## src/rtl/imem_fetch_ctrl.sv

```systemverilog
// Instruction fetch controller: walks a combinational instruction ROM and
// presents one registered instruction at a time on a valid/ready output.
module imem_fetch_ctrl #(
  parameter int unsigned ROM_DEPTH  = 32,
  parameter logic [31:0] HALT_WORD  = 32'h00000012,
  parameter logic [31:0] START_ADDR = 32'h00000000
) (
  input  logic        clk,
  input  logic        rstn,
  input  logic        start,
  output logic [31:0] imem_addr,
  input  logic [31:0] imem_rdata,
  input  logic        redirect_valid,
  input  logic [31:0] redirect_addr,
  output logic        ins_valid,
  input  logic        ins_ready,
  output logic [31:0] ins_data,
  output logic [31:0] ins_pc,
  output logic        halted,
  output logic        fault,
  output logic [15:0] fetch_cnt
);

  localparam logic [2:0] ST_IDLE  = 3'd0;
  localparam logic [2:0] ST_FETCH = 3'd1;
  localparam logic [2:0] ST_DRAIN = 3'd2;
  localparam logic [2:0] ST_HALT  = 3'd3;
  localparam logic [2:0] ST_ERR   = 3'd4;

  localparam logic [31:0] DEPTH = 32'(ROM_DEPTH);

  logic [2:0]  state_q, state_d;
  logic [31:0] pc_q, pc_d;
  logic        ins_valid_q, ins_valid_d;
  logic [31:0] ins_data_q, ins_data_d;
  logic [31:0] ins_pc_q, ins_pc_d;
  logic        halted_q, halted_d;
  logic        fault_q, fault_d;
  logic [15:0] fetch_cnt_q, fetch_cnt_d;

  logic handshake;
  logic out_free;

  assign handshake = ins_valid_q & ins_ready;
  assign out_free  = ~ins_valid_q | handshake;

  always_comb begin
    state_d     = state_q;
    pc_d        = pc_q;
    ins_valid_d = ins_valid_q;
    ins_data_d  = ins_data_q;
    ins_pc_d    = ins_pc_q;
    halted_d    = halted_q;
    fault_d     = fault_q;
    fetch_cnt_d = fetch_cnt_q;

    // Every accepted instruction counts, including one accepted while redirecting.
    if (handshake && (fetch_cnt_q != 16'hFFFF)) begin
      fetch_cnt_d = fetch_cnt_q + 16'd1;
    end

    case (state_q)
      ST_FETCH, ST_DRAIN: begin
        if (redirect_valid) begin
          pc_d        = redirect_addr;
          ins_valid_d = 1'b0;
          state_d     = ST_FETCH;
        end else if (state_q == ST_FETCH) begin
          if (out_free) begin
            if (pc_q < DEPTH) begin
              ins_data_d  = imem_rdata;
              ins_pc_d    = pc_q;
              ins_valid_d = 1'b1;
              // The halt word parks pc on itself so nothing beyond it is fetched.
              if (imem_rdata == HALT_WORD) begin
                state_d = ST_DRAIN;
              end else begin
                pc_d = pc_q + 32'd1;
              end
            end else begin
              ins_valid_d = 1'b0;
              fault_d     = 1'b1;
              state_d     = ST_ERR;
            end
          end
        end else if (handshake) begin
          ins_valid_d = 1'b0;
          halted_d    = 1'b1;
          state_d     = ST_HALT;
        end
      end
      default: begin
        // IDLE, HALT and ERR all restart identically on start.
        if (start) begin
          pc_d        = START_ADDR;
          fetch_cnt_d = 16'd0;
          halted_d    = 1'b0;
          fault_d     = 1'b0;
          ins_valid_d = 1'b0;
          state_d     = ST_FETCH;
        end
      end
    endcase
  end

  always_ff @(posedge clk or negedge rstn) begin
    if (!rstn) begin
      state_q     <= ST_IDLE;
      pc_q        <= START_ADDR;
      ins_valid_q <= 1'b0;
      ins_data_q  <= 32'd0;
      ins_pc_q    <= 32'd0;
      halted_q    <= 1'b0;
      fault_q     <= 1'b0;
      fetch_cnt_q <= 16'd0;
    end else begin
      state_q     <= state_d;
      pc_q        <= pc_d;
      ins_valid_q <= ins_valid_d;
      ins_data_q  <= ins_data_d;
      ins_pc_q    <= ins_pc_d;
      halted_q    <= halted_d;
      fault_q     <= fault_d;
      fetch_cnt_q <= fetch_cnt_d;
    end
  end

  assign imem_addr = pc_q;
  assign ins_valid = ins_valid_q;
  assign ins_data  = ins_data_q;
  assign ins_pc    = ins_pc_q;
  assign halted    = halted_q;
  assign fault     = fault_q;
  assign fetch_cnt = fetch_cnt_q;

endmodule

```

## config.mk

```make
export PLATFORM = sky130hd
export DESIGN_NAME = imem_fetch_ctrl
export DESIGN_NICKNAME = d
export VERILOG_FILES = /design/src/rtl/imem_fetch_ctrl.sv
export SDC_FILE = /design/constraint.sdc
export NUM_CORES = 1
export LEC_CHECK = 0
export ABC_AREA = 1
export CAP_MARGIN = 20
export CORE_ASPECT_RATIO = 0.9
export CORE_UTILIZATION = 30
export CTS_BUF_LIST = sky130_fd_sc_hd__clkbuf_8
export DETAILED_ROUTE_END_ITERATION = 10
export PLACE_DENSITY = 0.63
export SETUP_SLACK_MARGIN = 0.5
export SLEW_MARGIN = 0
export SYNTH_ARGS = -nofsm -noshare
export SYNTH_HDL_FRONTEND = slang
export SYNTH_SLANG_ARGS = --single-unit
```

## constraint.sdc

```tcl
create_clock -name clk -period 3.8 [get_ports clk]
set_input_delay 0.57 -clock clk [delete_from_list [all_inputs] [get_ports clk]]
set_output_delay 0.57 -clock clk [all_outputs]
set_load 0.01 [all_outputs]
```

==> reports/metrics.csv, run 1 <==
stage,metric,value,unit
run_status,outcome,"finished, final reports clean",
route,detail-route-antenna-nets,0,
synthesis,synth_nets,736,
sta,slew_headroom,0.392,
sta,final.setup.tns,0,ns
die,dieArea,0.0183,mm^2
route,wl_per_cell,12.7,um
die,die_w,142,um
sta,finalCritPeriodShare,0.567,
die,rows,45,
critical_path,critPathLaunchType,flop,
sta,fmax,464,MHz
power,power_density,679,mW/mm^2
power,total_power,5.22,mW
clock_tree,post_cts_resized,0,
global_routing,grt_pass1_wl,22900,um
die,num_io_pins,184,
route,dr.pass1.iters,4,
die,chipHeight,128,um
clock_tree,cts_setup_buffers,0,
global_routing,grt_antenna_before_repair,0,
synthesis,synthFlopType,dfrtp_1,
placed_design,dpl_cell_area,0.00734,mm^2
placed_design,hpwl,9990,um
route,drt_wl_total,14000,um
critical_path,crit_type,reg2reg,
synthesis,async_flop_share,1.00,
final_layout,drive_above_1_share,0.0567,
critical_path,required,4.17,ns
clock_tree,cts_buffers,17,
synthesis,synth.top_cell.area_share,0.555,
sta,setup_violations,0,
placed_design,io_buffers,183,
route,routed_via_density,4.24,
final_layout,final_net_count,922,
critical_path,crit_path_frequent_cell,nand2_1,
synthesis,synth_edf_count,0,
clock_tree,root_buffer,clkbuf_8,
clock_tree,cts_tree,done,
critical_path,crit_fanout,14,
min_path,hold_class,in2async,
synthesis,ys_warn_count,0,
route,drt_iter0_drc,253,
critical_path,slowest_stage,nor2_1,
global_routing,grt_use_met2,0.259,
synthesis,synthTopCellsByCount,"237 x nand2_1, 118 x dfrtp_1, 90 x nor2_1",
synthesis,synth.most_common_cell,nand2_1,
sta,holdWs,0.192,ns
placed_design,gp_congestion,0.802,
global_routing,grt.total_usage,0.165,
power,max-vdd-ir-drop,0.315,mV
synthesis,synthDistinctLibCells,28,
power,p_leak,3.79,nW
critical_path,cp_cell_sequence,"ha_1, nand2_1, nor2_2, nand2_1, nor2_1, nor2_1, nand2_1, nand2_1, nand2_1, nor2_1",
die,core_area,0.0171,mm^2
global_routing,grt-ovfl-total,0,
global_routing,grt_pass1_vias,4469,
die,initial_core_util,0.311,
sta,fin_crit,2.16,ns
synthesis,yosysSeqAreaShare,0.555,
final_layout,area_growth,44.5,%
global_routing,top_usage_layer,met2,
synthesis,synth_area_leaders,"dfrtp_1 55%, nand2_1 17%, nor2_1 6.3%, inv_1 6.3%, nand3_1 2.3%",
clock_tree,h-tree-depth,4,
route,vias,4657,
sta,skew,0.0109,ns
sta,rsz0062_at_grt,false,
global_routing,grt_max_degree,68,
sta,tightest_slew,0.911,ns
clock_tree,holdBufCountCts,0,
final_layout,final_core_util,0.449,
synthesis,synthesis.area,0.00533,mm^2
sta,finalHoldViolCount,0,
clock_tree,clock_sinks,118,
clock_tree,cts.clk_slew.worst_paths,0.07,ns
synthesis,synth-seq-cells,118,
synthesis,syn_avg_cell_area,8.01,um^2
route,drc,0,
sta,drv_slew,0,
run,drv_cap,0,
critical_path,arrival,2.52,ns
synthesis,synthCells,665,
critical_path,worstSetupEndpointType,flop,
clock_tree,clockBufferDepth,2,
final_layout,diodes,0,
critical_path,critPathMaxStageDelay,0.61,ns
global_routing,use_met3,0.0722,
final_layout,fin_area,0.00769,mm^2
clock_tree,clk_latency,0.44,ns
synthesis,synth_top_area_cell,dfrtp_1,
global_routing,met1_usage,0.200,
-- worst max-delay path: cells and delay by family (launching register included) --
family	cells	cell delay (ns)
adder cells (fa/ha/maj)	1	0.26
AND/OR/NAND/NOR	9	1.41
flip-flops	1	0.43
-- through the flow --
step | worst slack (ns) | cells
6_report | 1.64 | 1099
5_1_grt | 1.36 | 1099
4_1_cts | 1.63 | 1099
3_5_place_dp | 1.36 | 1067
3_3_place_gp | 1.40 | 1067
2_1_floorplan | 2.18 | 665
-- cells in the final DEF, fill, tap and decap left out, drive strengths merged --
cell,Yosys,routed
nand4,6,6
nor2,94,94
clkinv,0,7
clkdlybuf4s50,0,182
a32o,1,1
xnor2,1,1
dfrtp,118,118
xor2,4,4
buf,13,3
clkinvlp,0,2
ha,2,2
o21bai,1,1
clkbuf,5,19
inv,94,97
nor3,3,3
bufinv,0,1
nand3,26,26
o21ai,43,43
nand2,241,241
a21oi,12,12
nand3b,1,1
-- path summary, 6_finish.rpt --
check	from	endpoint	cells past startpoint	slack, ns
worst max register to register	fetch_cnt[0]	fetch_cnt[11]	10	1.64
max in group asynchronous	rstn	ins_data[5]	2	2.79
worst min register to register	ins_pc[3]	ins_pc[3]	2	0.48
worst min-delay path	rstn	imem_addr[10]	1	0.19
min in group clk	ins_pc[3]	ins_pc[3]	2	0.48
worst max-delay path	fetch_cnt[0]	fetch_cnt[11]	10	1.64
-- area by class of cell --
type,count,area [um^2]
Clock buffer,19,262
Clock inverter,13,91.3
Fill cell,1761,9420
Inverter,94,353
Multi-Input combinational cell,435,1880
Sequential cell,118,2950
Tap cell,235,294
Timing Repair Buffer,185,1860
-- layer usage --
layer  vias to the layer above  part of all wire
met5                         -                 0
met4                         0             0.010
met3                        12             0.088
met1                      2116              0.46
met2                       131              0.45
li1                       2398                 -
-- where the power goes --
part           total (mW)  internal (mW)  switching (mW)  leakage (nW)
clock network        1.04          0.534           0.509         0.194
logic                2.18           1.08            1.10          2.11
registers            2.00           1.68           0.326          1.49
total                5.22           3.29            1.93          3.79
-- registers in the layout, indices dropped and copies added (netlist names) --
signal	flops
imem_addr	32
ins_data	32
ins_pc	32
fetch_cnt	16
state_q	3
fault	1
halted	1
ins_valid	1
-- cells by family after synthesis --
kind of cell               synth area share
and+or+nand+nor                       0.285
buffers and inverters                0.0919
xor gates and xnor gates            0.00822
AOI/OAI and AO/OA                    0.0557
adders and majority gates           0.00470
DFF                                   0.555
Note: power is estimated with default switching activity, not from simulation.
==> run 2: changes to the inputs <==
Settings changed: PLACE_DENSITY 0.63 to 0.65.
Clock period 3.8 ns to 1.9 ns, I/O delays scaled along.
==> run 2 against run 1 <==
Count of clock-buffer cells in the layout is the same. Sequential power grew 95%. Global-route usage grew 0.69 points. First-iteration DRC count grew 7.1%. Hold slack gained 0.084 ns. Register-to-register slack lost 1.5 ns. Critical path type unchanged. Highest routed layer unchanged.
==> reports/metrics.csv, run 2 (synthesis results as in run 1) <==
stage,metric,value,unit,change
run_status,outcome,"finished, final reports clean",,
clock_tree,clock_sinks,118,,unchanged
die,dieArea,0.0183,mm^2,unchanged
sta,tightest_slew,0.351,ns,-0.560 ns
min_path,hold_class,in2async,,
sta,skew,0.00990,ns,-0.000976 ns
final_layout,stdcell_count,1194,,+8.6%
power,p_leak,5.48,nW,+45%
die,chipHeight,128,um,unchanged
critical_path,worstSetupEndpointType,flop,,
final_layout,final_net_count,1018,,+10%
die,num_io_pins,184,,unchanged
power,total_power,11.8,mW,+130%
run,drv_cap,0,,unchanged
clock_tree,cts.clk_slew.worst_paths,0.07,ns,about the same
power,max-vdd-ir-drop,0.573,mV,+82%
final_layout,final_core_util,0.540,,+0.0903
sta,slew_headroom,0.765,,+0.372
critical_path,critPathMaxStageDelay,0.39,ns,-0.22 ns
clock_tree,cts_tree,done,,
final_layout,layout_commonest_cell,nand2_1,,
critical_path,reg2reg_slack,0.19,ns,-1.45 ns
placed_design,hpwl,10300,um,+3.5%
global_routing,grt_antenna_before_repair,0,,unchanged
clock_tree,root_buffer,clkbuf_8,,
critical_path,crit_type,reg2reg,,
sta,setup_violations,0,,unchanged
route,drc,0,,unchanged
final_layout,drive_above_1_share,0.265,,+0.208
critical_path,crit_path_frequent_cell,nand2_1,,
die,rows,45,,unchanged
clock_tree,h-tree-depth,4,,unchanged
route,vias,5245,,+13%
power,power_density,1280,mW/mm^2,+88%
final_layout,diodes,0,,unchanged
route,dr.pass1.iters,7,,+3
sta,rsz0062_at_grt,true,,
critical_path,slowest_stage,dfrtp_1,,
critical_path,r2r-end,ins_data[14],,
sta,final.setup.tns,0,ns,unchanged
route,wl_per_cell,13.9,um,+9.2%
sta,fin_crit,1.71,ns,-0.448 ns
placed_design,dpl_cell_area,0.00753,mm^2,+2.6%
placed_design,place_ws,-0.00155,ns,-1.36 ns
sta,finalCritPeriodShare,0.899,,+0.332
die,initial_core_util,0.311,,unchanged
final_layout,fin_area,0.00924,mm^2,+20%
die,die_w,142,um,unchanged
critical_path,arrival,2.03,ns,-0.49 ns
route,drt_wl_total,16600,um,+19%
placed_design,gp_congestion,0.774,,-3.6%
critical_path,crit_fanout,17,,+3
sta,fmax,586,MHz,+26%
global_routing,grt_pass1_vias,4820,,+7.9%
sta,fin_ws,0.192,ns,-1.45 ns
critical_path,r2r-start,imem_addr[27],,
die,core_area,0.0171,mm^2,unchanged
placed_design,io_buffers,183,,unchanged
clock_tree,clk_latency,0.44,ns,about the same
global_routing,grt-ovfl-total,0,,unchanged
clock_tree,clockBufferDepth,2,,unchanged
critical_path,required,2.23,ns,-1.94 ns
critical_path,reg2regPathDepth,10,,unchanged
route,detail-route-antenna-nets,0,,unchanged
route,drt_iter0_drc,271,,+7.1%
global_routing,grt.total_usage,0.172,,+0.00690
route,routed_via_density,4.39,,+3.7%
sta,finalHoldViolCount,0,,unchanged
placed_design,post-place-cells,1082,,+1.4%
final_layout,area_growth,73.5,%,
global_routing,grt_max_degree,44,,-35%
critical_path,critPathLaunchType,flop,,
sta,drv_slew,0,,unchanged
critical_path,cp_num_buf_inv,2,,+2
clock_tree,cts_buffers,17,,unchanged
final_layout,final_cell_mix,"221 x nand2_1, 111 x dfrtp_1, 87 x inv_1, 72 x dlymetal6s2s_1, 67 x clkdlybuf4s50_1",,
sta,holdWs,0.277,ns,+0.0844 ns
critical_path,cp_cell_sequence,"nor2_1, nand2_1, nor2_2, nand2_2, nor2_4, nand3_4, buf_12, clkbuf_16, nand2_1, o21ai_1",,
global_routing,grt_pass1_wl,24200,um,+5.5%
critical_path,cp_top_family,simple AND/OR/NAND/NOR gates,,
run 2: cell types whose count changed in the layout (fill, tap and decap cells not counted), moves of 16 or more:
cell,change
nand2_1,-16
nor2_1,-24
buf_6,+59
buf_4,+43
dlymetal6s2s_1,+72
clkdlybuf4s50_1,-115
run 2: layout make-up:
cell class                      instances  area [um^2]
Sequential cell                       118         2960
Clock inverter                         12         88.8
Timing Repair inverter                  6         72.6
Fill cell                            1573         7880
Inverter                               94          365
Clock buffer                           19          262
Multi-Input combinational cell        435         2200
Tap cell                              235          294
Timing Repair Buffer                  275         3000
run 2: per-layer routing:
metal	global-route usage	vias up	routed length, um
li1	-	2603	-
met2	0.275	155	7870
met5	0	-	0
met3	0.0540	24	1030
met4	0.0689	0	297
met1	0.216	2463	7360
run 2: worst max path at each step:
stage | startpoint | endpoint | depth (start not counted)
4_1_cts | imem_addr[26] | ins_data[6] | 9
3_3_place_gp | imem_rdata[1] | imem_addr[4] | 12
6_report | imem_addr[27] | ins_data[14] | 10
2_1_floorplan | fetch_cnt[0] | fetch_cnt[11] | 11
5_1_grt | imem_addr[23] | ins_data[1] | 11
3_5_place_dp | imem_rdata[1] | imem_addr[26] | 12
run 2: what timing repair did:
action,in CTS,in global routing
buffers inserted,41,27
gates resized for setup,206,199
gates cloned,3,9
pin swaps,0,28
endpoints found under the setup margin,232,222
hold endpoints to repair,19,0
hold buffers,1,0
run 2: power by group:
group          leakage [nW]  internal (mW)  switching [mW]
registers              1.48           3.36           0.534
logic                  3.81           3.02            2.84
clock network         0.193           1.07           0.997
total                  5.48           7.45            4.37
